==> config.mk <==
export PLATFORM = sky130hd
export DESIGN_NAME = instruction_cache
export DESIGN_NICKNAME = d
export VERILOG_FILES = /design/src/rtl/instruction_cache_pkg.sv /design/src/rtl/instruction_cache_ins_buffer.sv /design/src/rtl/instruction_cache.sv
export SDC_FILE = /design/constraint.sdc
export NUM_CORES = 2
export LEC_CHECK = 0
export ABC_AREA = 1
export BUFFER_PORTS_ARGS = -buffer_cell sky130_fd_sc_hd__buf_2
export CORE_MARGIN = 4
export CORE_UTILIZATION = 50
export DETAILED_ROUTE_END_ITERATION = 16
export PLACE_DENSITY = 0.76
export SLEW_MARGIN = 20
export SYNTH_ARGS = -nofsm -noshare
export SYNTH_HDL_FRONTEND = slang
export SYNTH_SLANG_ARGS = --single-unit
==> constraint.sdc <==
create_clock -name clk -period 3.2 [get_ports clk]
set_input_delay 0.16 -clock clk [delete_from_list [all_inputs] [get_ports clk]]
set_output_delay 0.16 -clock clk [all_outputs]
set_load 0.005 [all_outputs]
==> src/rtl/instruction_cache_pkg.sv <==
// Shared definitions for the instruction cache and the program counter.
package instruction_cache_pkg;

    // FSM encoding; SENT_INS is also decoded by the program counter.
    typedef enum logic [3:0] {
        START     = 4'd0,
        LOAD_REQ  = 4'd1,
        LOAD_WAIT = 4'd2,
        SENT_INS  = 4'd3
    } ins_cache_state_e;

    // Each instruction occupies one 8-byte slot in DDR.
    localparam int unsigned INS_BYTES = 8;

endpackage

==> src/rtl/instruction_cache_ins_buffer.sv <==
// Page buffer: one synchronous write port, one registered read port.
module instruction_cache_ins_buffer #(
    parameter int unsigned DEPTH  = 64,
    parameter int unsigned WIDTH  = 32,
    parameter int unsigned ADDR_W = 6
) (
    input  logic              clk,
    input  logic              rst,
    input  logic              wr_en,
    input  logic [ADDR_W-1:0] wr_addr,
    input  logic [WIDTH-1:0]  wr_data,
    input  logic              rd_en,
    input  logic [ADDR_W-1:0] rd_addr,
    output logic [WIDTH-1:0]  rd_data
);

    logic [WIDTH-1:0] mem [DEPTH];

    // Write port; storage carries no reset so it maps to distributed RAM.
    always_ff @(posedge clk) begin
        if (wr_en) begin
            mem[wr_addr] <= wr_data;
        end
    end

    // Registered read port; holds the last hit word while not enabled.
    always_ff @(posedge clk or posedge rst) begin
        if (rst) begin
            rd_data <= '0;
        end else if (rd_en) begin
            rd_data <= mem[rd_addr];
        end
    end

endmodule

==> src/rtl/instruction_cache.sv <==
// Page-based instruction cache: fills one page from DDR one word at a time
// and serves the PC from the resident page with a one-cycle read latency.
module instruction_cache
    import instruction_cache_pkg::*;
#(
    parameter int unsigned ADDR_WIDTH_MEM  = 16,
    parameter int unsigned ISA_DEPTH       = 64,
    parameter int unsigned TOTAL_ISA_DEPTH = 128,
    parameter int unsigned DDR_ADDR_WIDTH  = 28,
    parameter int unsigned INS_WIDTH       = 32,
    parameter int unsigned ISA_BASE_ADDR   = 0
) (
    input  logic                      clk,
    input  logic                      rst,
    input  logic [ADDR_WIDTH_MEM-1:0] addr_ins,
    input  logic                      ins_inp_valid,
    output logic                      ins_cache_rdy,
    output logic [3:0]                st_cur_ins_cache,
    output logic [9:0]                load_times,
    output logic [INS_WIDTH-1:0]      ins_out,
    output logic                      ins_valid,
    output logic                      ddr_rd_req,
    output logic [DDR_ADDR_WIDTH-1:0] ddr_rd_addr,
    input  logic                      ddr_rd_ack,
    input  logic [INS_WIDTH-1:0]      ddr_rd_data,
    input  logic                      ddr_rd_data_valid
);

    localparam int unsigned OFF_W = $clog2(ISA_DEPTH);

    localparam logic [DDR_ADDR_WIDTH-1:0] ONE_W   = DDR_ADDR_WIDTH'(1);
    localparam logic [DDR_ADDR_WIDTH-1:0] DEPTH_W = DDR_ADDR_WIDTH'(ISA_DEPTH);
    localparam logic [DDR_ADDR_WIDTH-1:0] TOTAL_W = DDR_ADDR_WIDTH'(TOTAL_ISA_DEPTH);
    localparam logic [DDR_ADDR_WIDTH-1:0] BASE_W  = DDR_ADDR_WIDTH'(ISA_BASE_ADDR);
    localparam logic [DDR_ADDR_WIDTH-1:0] BYTES_W = DDR_ADDR_WIDTH'(INS_BYTES);
    localparam logic [OFF_W-1:0]          LAST_W  = OFF_W'(ISA_DEPTH - 1);

    ins_cache_state_e state_q, state_d;

    logic [OFF_W-1:0]          fill_cnt_q, fill_cnt_d;
    logic [DDR_ADDR_WIDTH-1:0] fill_page_q, fill_page_d;
    logic [9:0]                load_times_q, load_times_d;
    logic                      ins_valid_q;

    logic [DDR_ADDR_WIDTH-1:0] addr_ext;
    logic [DDR_ADDR_WIDTH-1:0] page_base;
    logic [DDR_ADDR_WIDTH-1:0] fill_index;
    logic                      hit;
    logic                      in_range;
    logic                      buf_we;

    // The PC's acceptance strobe only gates its own increment.
    logic unused_ins_inp_valid;
    assign unused_ins_inp_valid = ins_inp_valid;

    // Hit compare against the resident page and DDR address arithmetic.
    always_comb begin
        addr_ext   = DDR_ADDR_WIDTH'(addr_ins);
        page_base  = (DDR_ADDR_WIDTH'(load_times_q) - ONE_W) * DEPTH_W;
        fill_index = fill_page_q * DEPTH_W + DDR_ADDR_WIDTH'(fill_cnt_q);
        in_range   = addr_ext < TOTAL_W;
        // load_times of 0 means nothing resident, so no address can hit.
        hit        = (state_q == SENT_INS) && (load_times_q != '0) &&
                     (addr_ext >= page_base) && (addr_ext < page_base + DEPTH_W);
    end

    // Next-state logic, buffer write strobe and DDR request outputs.
    always_comb begin
        state_d      = state_q;
        fill_cnt_d   = fill_cnt_q;
        fill_page_d  = fill_page_q;
        load_times_d = load_times_q;
        buf_we       = 1'b0;
        ddr_rd_req   = 1'b0;
        ddr_rd_addr  = '0;
        unique case (state_q)
            START: begin
                fill_page_d = '0;
                fill_cnt_d  = '0;
                state_d     = LOAD_REQ;
            end
            LOAD_REQ: begin
                ddr_rd_req  = 1'b1;
                ddr_rd_addr = BASE_W + fill_index * BYTES_W;
                if (ddr_rd_ack) begin
                    state_d = LOAD_WAIT;
                end
            end
            LOAD_WAIT: begin
                if (ddr_rd_data_valid) begin
                    buf_we     = 1'b1;
                    fill_cnt_d = fill_cnt_q + 1'b1;
                    if (fill_cnt_q == LAST_W) begin
                        load_times_d = 10'(fill_page_q + ONE_W);
                        state_d      = SENT_INS;
                    end else begin
                        state_d = LOAD_REQ;
                    end
                end
            end
            SENT_INS: begin
                // Out-of-range addresses (pending PC jump) never start a refill.
                if (!hit && in_range) begin
                    fill_page_d = addr_ext / DEPTH_W;
                    fill_cnt_d  = '0;
                    state_d     = LOAD_REQ;
                end
            end
            default: state_d = START;
        endcase
    end

    // State and fill bookkeeping registers.
    always_ff @(posedge clk or posedge rst) begin
        if (rst) begin
            state_q      <= START;
            fill_cnt_q   <= '0;
            fill_page_q  <= '0;
            load_times_q <= '0;
            ins_valid_q  <= 1'b0;
        end else begin
            state_q      <= state_d;
            fill_cnt_q   <= fill_cnt_d;
            fill_page_q  <= fill_page_d;
            load_times_q <= load_times_d;
            ins_valid_q  <= hit;
        end
    end

    // Page base is a multiple of ISA_DEPTH, so the low index bits are the offset.
    instruction_cache_ins_buffer #(
        .DEPTH  (ISA_DEPTH),
        .WIDTH  (INS_WIDTH),
        .ADDR_W (OFF_W)
    ) u_ins_buffer (
        .clk     (clk),
        .rst     (rst),
        .wr_en   (buf_we),
        .wr_addr (fill_cnt_q),
        .wr_data (ddr_rd_data),
        .rd_en   (hit),
        .rd_addr (addr_ins[OFF_W-1:0]),
        .rd_data (ins_out)
    );

    assign ins_cache_rdy    = hit;
    assign st_cur_ins_cache = state_q;
    assign load_times       = load_times_q;
    assign ins_valid        = ins_valid_q;

endmodule

[Yosys cells after proc, flatten, opt, wreduce, memory -nomap -nowiden]
Memories as Yosys holds them, arrays and structs flattened. A register that Yosys moved wholly into a read port is not among the register bits.
Index checks and enable logic that the tools add are counted.
Storage, ports and cells
  bits in registers: 40
  bits in writable memories: 2048
  input port bits: 53
  output and inout bits: 77
  word-level logic and storage cells: 50
  memories kept: 1
Cells by class
  add/sub/neg operators: 5
  magnitude comparators: 3
  eq/ne operators: 7
  muxes and demuxes: 16
  reductions and logical operators: 13
Memory list
  u_ins_buffer.mem: depth 64, bits a word 32, rd ports 1, clocked after memory_dff 1, wr ports 1, RTL line instruction_cache_ins_buffer.sv:17  | logic [WIDTH-1:0] mem [DEPTH];
Operators with widths (number)
  case mux 19 bit (2 select lines): 1
  greater-or-equal comparator 16 x 28 -> 1 bit: 1
  less-than comparator 16 x 28 -> 1 bit: 1
  two-way mux 28 bit: 1
  adder 25 x 6 -> 25 bit: 1
  two-way mux 19 bit: 1
  adder 17 x 8 -> 18 bit (second input constant): 1
  case mux 6 bit (3 select lines): 1
  less-than comparator 16 x 8 -> 1 bit (second input constant): 1
  case mux 4 bit (4 select lines): 1
  two-way mux 4 bit: 3
  two-way mux 6 bit: 2
  subtractor 10 x 1 -> 11 bit (second input constant): 1
  adder 10 x 1 -> 10 bit (second input constant): 1
  nonzero test 10 bit: 1
  AND reduction 3 bit: 3
  == test 4 x 2 -> 1 bit (second input constant): 2
  adder 6 x 1 -> 6 bit (second input constant): 1
  == test 6 bit (second input constant): 1
  two-way mux 1 bit: 5
  == test 4 x 1 -> 1 bit (second input constant): 1
  logical AND 1 bit: 4
  logical NOT 4 bit: 1
  inequality test 2 bit (second input constant): 2
  other kinds (6): 6

[Logic depth before layout (Yosys ltp)]
  word-level depth: 8
  mapped depth: 21
  depth with buffers taken out: 21

[By module]
A second synthesis with hierarchy kept.
Second synthesis, totals
  cells, all modules: 7095
  area total of the unflattened synthesis: 85599.6 µm²
By module, submodules not included
  instruction_cache_ins_buffer: instances 1, cells each 6758, area each 83134.7 µm², seq. area each 62299.8 µm²
  instruction_cache: instances 1, cells each 337, area each 2464.9 µm², seq. area each 725.7 µm²

[Worst setup path after synthesis]
Ideal clock, no wire load.
  path kind: flip-flop to flip-flop
  start point: reg load_times_q[0], in the netlist load_times[0]
  end point: reg fill_page_q[1]
  library setup time: 0.070 ns
  arrival time: 3.055 ns
  data required time: 3.130 ns
  slack: 0.075 ns
  cell stages (with the launch flop): 22
  buffers on the path: 0
  clock period less this slack: 3.125 ns
  cell sequence: dfrtp_1 > inv_1 > ha_1 > xor2_1 > inv_1 > nor3_1 > nand2_1 > nor4_2 > nand4_1 > xor2_1 > ha_1 > nand2_1 > nor2_1 > a211oi_1 > nand2_1 > nand2_1 > nand3_2 > nand2_2 > inv_2 > nand2_4 > nand2_4 > nor2_2
On the way
  longest elaborated chain between the ends: 8
  elaborated cells on any way between the ends: 12
  classes of those cells: add/sub: 2; order compare: 2; eq/ne: 1; reduce/logical: 7
Ends and longest elaborated chain
  start, declared: RTL line instruction_cache.sv:42  | logic [9:0] load_times_q, load_times_d;
  start signal, assigned: RTL line instruction_cache.sv:125  | load_times_q <= load_times_d;
  subtractor 10 x 1 -> 11 bit or nonzero test 10 bit (tied branches): RTL line instruction_cache.sv:59, instruction_cache.sv:63
  adder 17 x 8 -> 18 bit, or another cell as far along: RTL line instruction_cache.sv:64  | (addr_ext >= page_base) && (addr_ext < page_base + DEPTH_W);
  less-than comparator 16 x 28 -> 1 bit or logical AND 1 bit (tied branches): RTL line instruction_cache.sv:64, instruction_cache.sv:63
  logical AND 1 bit (*): RTL line instruction_cache.sv:64
  logical NOT 1 bit (*): RTL line instruction_cache.sv:103  | if (!hit && in_range) begin
  logical AND 1 bit (*): RTL line instruction_cache.sv:103
  inequality test 2 x 1 -> 1 bit (no source line) (*)
  AND reduction 2 bit (no source line) (*)
  end signal, assigned: RTL line instruction_cache.sv:124  | fill_page_q <= fill_page_d;
  end, declared: RTL line instruction_cache.sv:41  | logic [DDR_ADDR_WIDTH-1:0] fill_page_q, fill_page_d;
Mark *: on every way between the ends. The rest lies on a longest branch, timed or not.
A chain may end at the register's enable or synchronous reset.

[Worst setup path in the final report]
  start point: reg load_times_q[0], in the netlist load_times[0]
  end point: out ins_cache_rdy
On the way
  longest elaborated chain between the ends: 4
  elaborated cells on any way between the ends: 8
  classes of those cells: add/sub: 2; order compare: 2; reduce/logical: 4
Ends and longest elaborated chain
  subtractor 10 x 1 -> 11 bit or nonzero test 10 bit (tied branches): RTL line instruction_cache.sv:59, instruction_cache.sv:63
  adder 17 x 8 -> 18 bit, or another cell as far along: RTL line instruction_cache.sv:64
  less-than comparator 16 x 28 -> 1 bit or logical AND 1 bit (tied branches): RTL line instruction_cache.sv:64, instruction_cache.sv:63
  logical AND 1 bit (*): RTL line instruction_cache.sv:64
  end, declared: RTL line instruction_cache.sv:17  | output logic ins_cache_rdy,
Marked as above.

==> metrics.md <==
| Metric | Value |
|---|---|
| Setup TNS | `-4041 ps` |
| H-tree depth | `4` |
| Synth Instances | `6341` |
| Worst Path Max Fanout | `6` |
| Setup-failing EPs final | `51` |
| Share of layout cells above drive strength 1 | `12.25%` |
| CTS tree | `done` |
| CP dominant cell by count | `nand2_2` |
| Die Height | `about 420 um` |
| GPL Wtd Cong | `0.8600` |
| # port buffers | `114` |
| TritonCTS Buffers | `198` |
| Crit end category | `primary output` |
| Met3 Use GR | `about 5.3%` |
| Total track usage | `26.62%` |
| Req. time, crit path | `3040 ps` |
| Period utilisation layout | `119.5%` |
| Post-synth cell types | `between 40 and 50` |
| Final min period | `3823 ps` |
| Top-Level Pins | `130` |
| Max Slew Vio Count | `0` |
| Fmax achieved | `261.6 MHz` |
| CP Launch Type | `register` |
| Lkg Pwr | `33.40 nW` |
| Asr flop ratio synth | `just under 3%` |
| Drt first-iter violations | `7407` |
| Failing checks | `negative setup slack` |
| Total power | `57.94 mW` |
| Largest net degree at the start of global routing | `approximately 100` |
| Seq/Total Area, Yosys | `74.96%` |
| Worst slew pin tran | `1110 ps` |
| Unrepaired setup endpoints after global routing | `true` |
| Core ar. | `approximately 0.17 mm^2` |
| Clock skew | `30.61 ps` |
| Drt drc | `0` |
| First-pass GRT wire length | `approximately 350000 um` |
| Final Routed Wirelength | `237100 um` |
| Area grow syn2layout | `14.93%` |
| Max IR drop VDD | `666.7 uV` |
| Hold crit path type | `input port to register` |
| Root Buffer Master | `clkbuf_16` |
| Crit path arrival time | `between 3000 and 4000 ps` |
| Congestion Overflow GR | `0` |
| Final ANT Viol Nets | `0` |
| Skew-Pair Late Insertion Delay | `between 800 and 900 ps` |
| DR WL/cell | `between 20 and 30 um` |
| Max_slew headroom | `26.02%` |
| Synthesized cell area | `0.08408 mm^2` |
| Antenna violations before repair | `2` |
| Post-DP HPWL | `131100 um` |
| Final hold violation count | `0` |
| WS Path Type | `register to primary output` |
| Top Usage Layer GRT | `met2` |
| Max-Cap Viols | `0` |
| Drt pass-1 iters | `8` |
| Die Wd | `approximately 420 um` |
| EDFF count, synth | `2048` |
| Critical path buffers and inverters | `5` |
| #FFs+latches synth | `around 2100` |
| Max incr delay on CP | `390 ps` |
| Main synth FF type | `edfxtp_1` |
| Vias per cell | `6.181` |
| Routed vias | `55510` |
| Number of global-route vias before repair | `53610` |
| CP delay by family, top | `simple AND/OR/NAND/NOR gates` |
| Num Clock Sinks | `2109` |
| Row cnt | `150` |
| Initial Util | `50.28%` |
| Met1 Use GR | `35.55%` |
| Fin worst setup slack | `-622.9 ps` |
| Slowest-stage cell, CP | `dfrtp_1` |
| Outcome | `complete, but fails checks` |
| Longest Clk Path Bufs | `3` |
| Met2 Track Usage GR | `42.08%` |
| Mean post-synth cell area | `approximately 13 um^2` |
| Power density over cell area | `599.7 mW/mm^2` |
| Die area | `0.1748 mm^2` |
| Synth warn | `0` |
| Clock slew at reported path FFs | `60 ps` |
| Post-layout nets | `6678` |
| Worst path cell trace | `inv_2, ha_4, xor2_1, inv_1, nor3_4, nand2_2, nor4_4, nand4_1, xor2_1, ha_1, nand2_2, nor2_2, a211oi_2, nand2_1, nand2_2, nand3_4, inv_4, buf_6, buf_6` |
==> cells in the mapped netlist (2+ instances only) <==
master        n  area, um^2
a21oi_1     282        1411
buf_1        23       86.33
buf_2       138       690.7
buf_4        54       405.4
buf_6         9       101.4
clkbuf_1    191       716.9
dfrtp_1      61        1526
edfxtp_1   2048       61500
ha_1         22       275.3
inv_1        44       165.2
inv_2        10       37.54
mux2i_1     236        2362
nand2_1    1279        4801
nand2_2       4       25.02
nand2_4       3       33.78
nand3_1      75       375.4
nand4_1      18       112.6
nor2_1      656        2462
nor2_2       14       87.58
nor3_1       10       50.05
nor4_1        3       18.77
o2111ai_1    93       814.5
o211ai_1     29       217.7
o21a_1        2       15.01
o21ai_0     636        3183
o21ai_1      33       165.2
o22ai_1     302        1889
o31ai_1      30       225.2
xnor2_1       2       17.52
xor2_1       17       148.9
xor2_2        2       32.53
==> cell families (layout without fill, tap and decap cells) <==
kind of cell / Yosys count / after routing / share of synthesized area [%]
flops: 2109 / 2109 / 74.96
simple gates: 2069 / 2069 / 9.560
compound gates: 1412 / 1412 / 9.466
buf+inv: 471 / 892 / 2.633
mux: 236 / 236 / 2.810
fa+ha+maj: 22 / 22 / 0.3274
xor+xnor: 21 / 21 / 0.2366
other cells: 1 / 16 / 0.004460
==> final timing paths <==
| check | from | endpoint | slack (ps) | cells past startpoint |
|---|---|---|---|---|
| max in group asynchronous | rst | load_times[5] | 2320 | 4 |
| worst min register to register | u_ins_buffer.rd_data[22] | u_ins_buffer.rd_data[22] | 480 | 2 |
| worst min-delay path | addr_ins[10] | fill_page_q[0] | 50 | 8 |
| worst max-delay path | load_times[0] | ins_cache_rdy | -620 | 19 |
| worst max register to register | load_times[0] | fill_cnt_q[2] | -140 | 23 |
| min in group asynchronous | rst | st_cur_ins_cache[0] | 70 | 3 |
==> repair_timing <==
item | 4_1_cts | 5_1_grt
setup endpoints to repair | 52 | 51
resized for setup | 16 | 13
gates cloned | 0 | 1
endpoints found under the hold margin | 245 | 1344
hold buffers | 13 | 21
pin swaps | 2 | 3
buffers inserted | 3 | 5
==> registers in the layout (all words and copies together) (netlist names) <==
signal	flops
load_times	10
fill_page_q	10
st_cur_ins_cache	2
u_ins_buffer.mem	2048
u_ins_buffer.rd_data	32
ins_valid	1
fill_cnt_q	6
==> metal layers <==
layer | up-vias | share of wire (%)
met4 | 0 | 5.2
li1 | 23800 | -
met3 | 680 | 12
met1 | 27190 | 36
met5 | - | 0
met2 | 3844 | 46
==> layout make-up <==
class / count / area [um^2]
Fill cell: 12340 / 70600
Sequential cell: 2109 / 63030
Multi-Input combinational cell: 3774 / 19470
Clock buffer: 247 / 5265
Timing Repair Buffer: 464 / 4882
Tap cell: 2204 / 2758
Clock inverter: 125 / 978.4
Inverter: 56 / 241.5
Antenna cell: 2 / 5.005
==> report_power, final <==
group / switching (mW) / leakage (nW) / internal [mW] / total (mW)
sequential: 0.190 / 19.2 / 30.6 / 30.8
combinational: 3.05 / 11.1 / 1.37 / 4.42
clock: 9.99 / 3.08 / 12.8 / 22.8
total: 13.2 / 33.4 / 44.7 / 57.9
==> per-stage QoR <==
| step | util (%) | hold WS (ps) | area [um^2] | setup slack, ps | cells |
|---|---|---|---|---|---|
| after floorplan | - | 258.9 | 84120 | 74.91 | 6354 |
| after global placement | 53.69 | 368.0 | 89780 | -202.2 | 8565 |
| after detailed placement | 53.69 | 384.7 | 89780 | -243.2 | 8565 |
| after CTS | 57.55 | 45.95 | 96240 | -666.9 | 8953 |
| after global routing | 57.78 | 89.67 | 96630 | -890.2 | 8980 |
| final | 57.78 | 45.02 | 96630 | -622.9 | 8981 |
==> worst min-delay path: stages <==
cell	delay (ps)
buf_2	110
nor4_1	50
nand2_1	70
nor2_1	130
nand2_4	130
inv_2	50
nand3_1	70
nand2_1	50
==> layout by cell type, fill, tap and decap left out, types with 65 or more instances in the layout <==
cell       instances
edfxtp_1        2048
o2111ai_1         93
nand3_1           75
nor2_1           591
clkbuf_16        204
buf_2             88
o22ai_1          302
a21oi_1          281
mux2i_1          236
o21ai_0          636
buf_4            216
nand2_1         1273
buf_12           118
nor2_4            65
(Power assumes the default switching activity.)
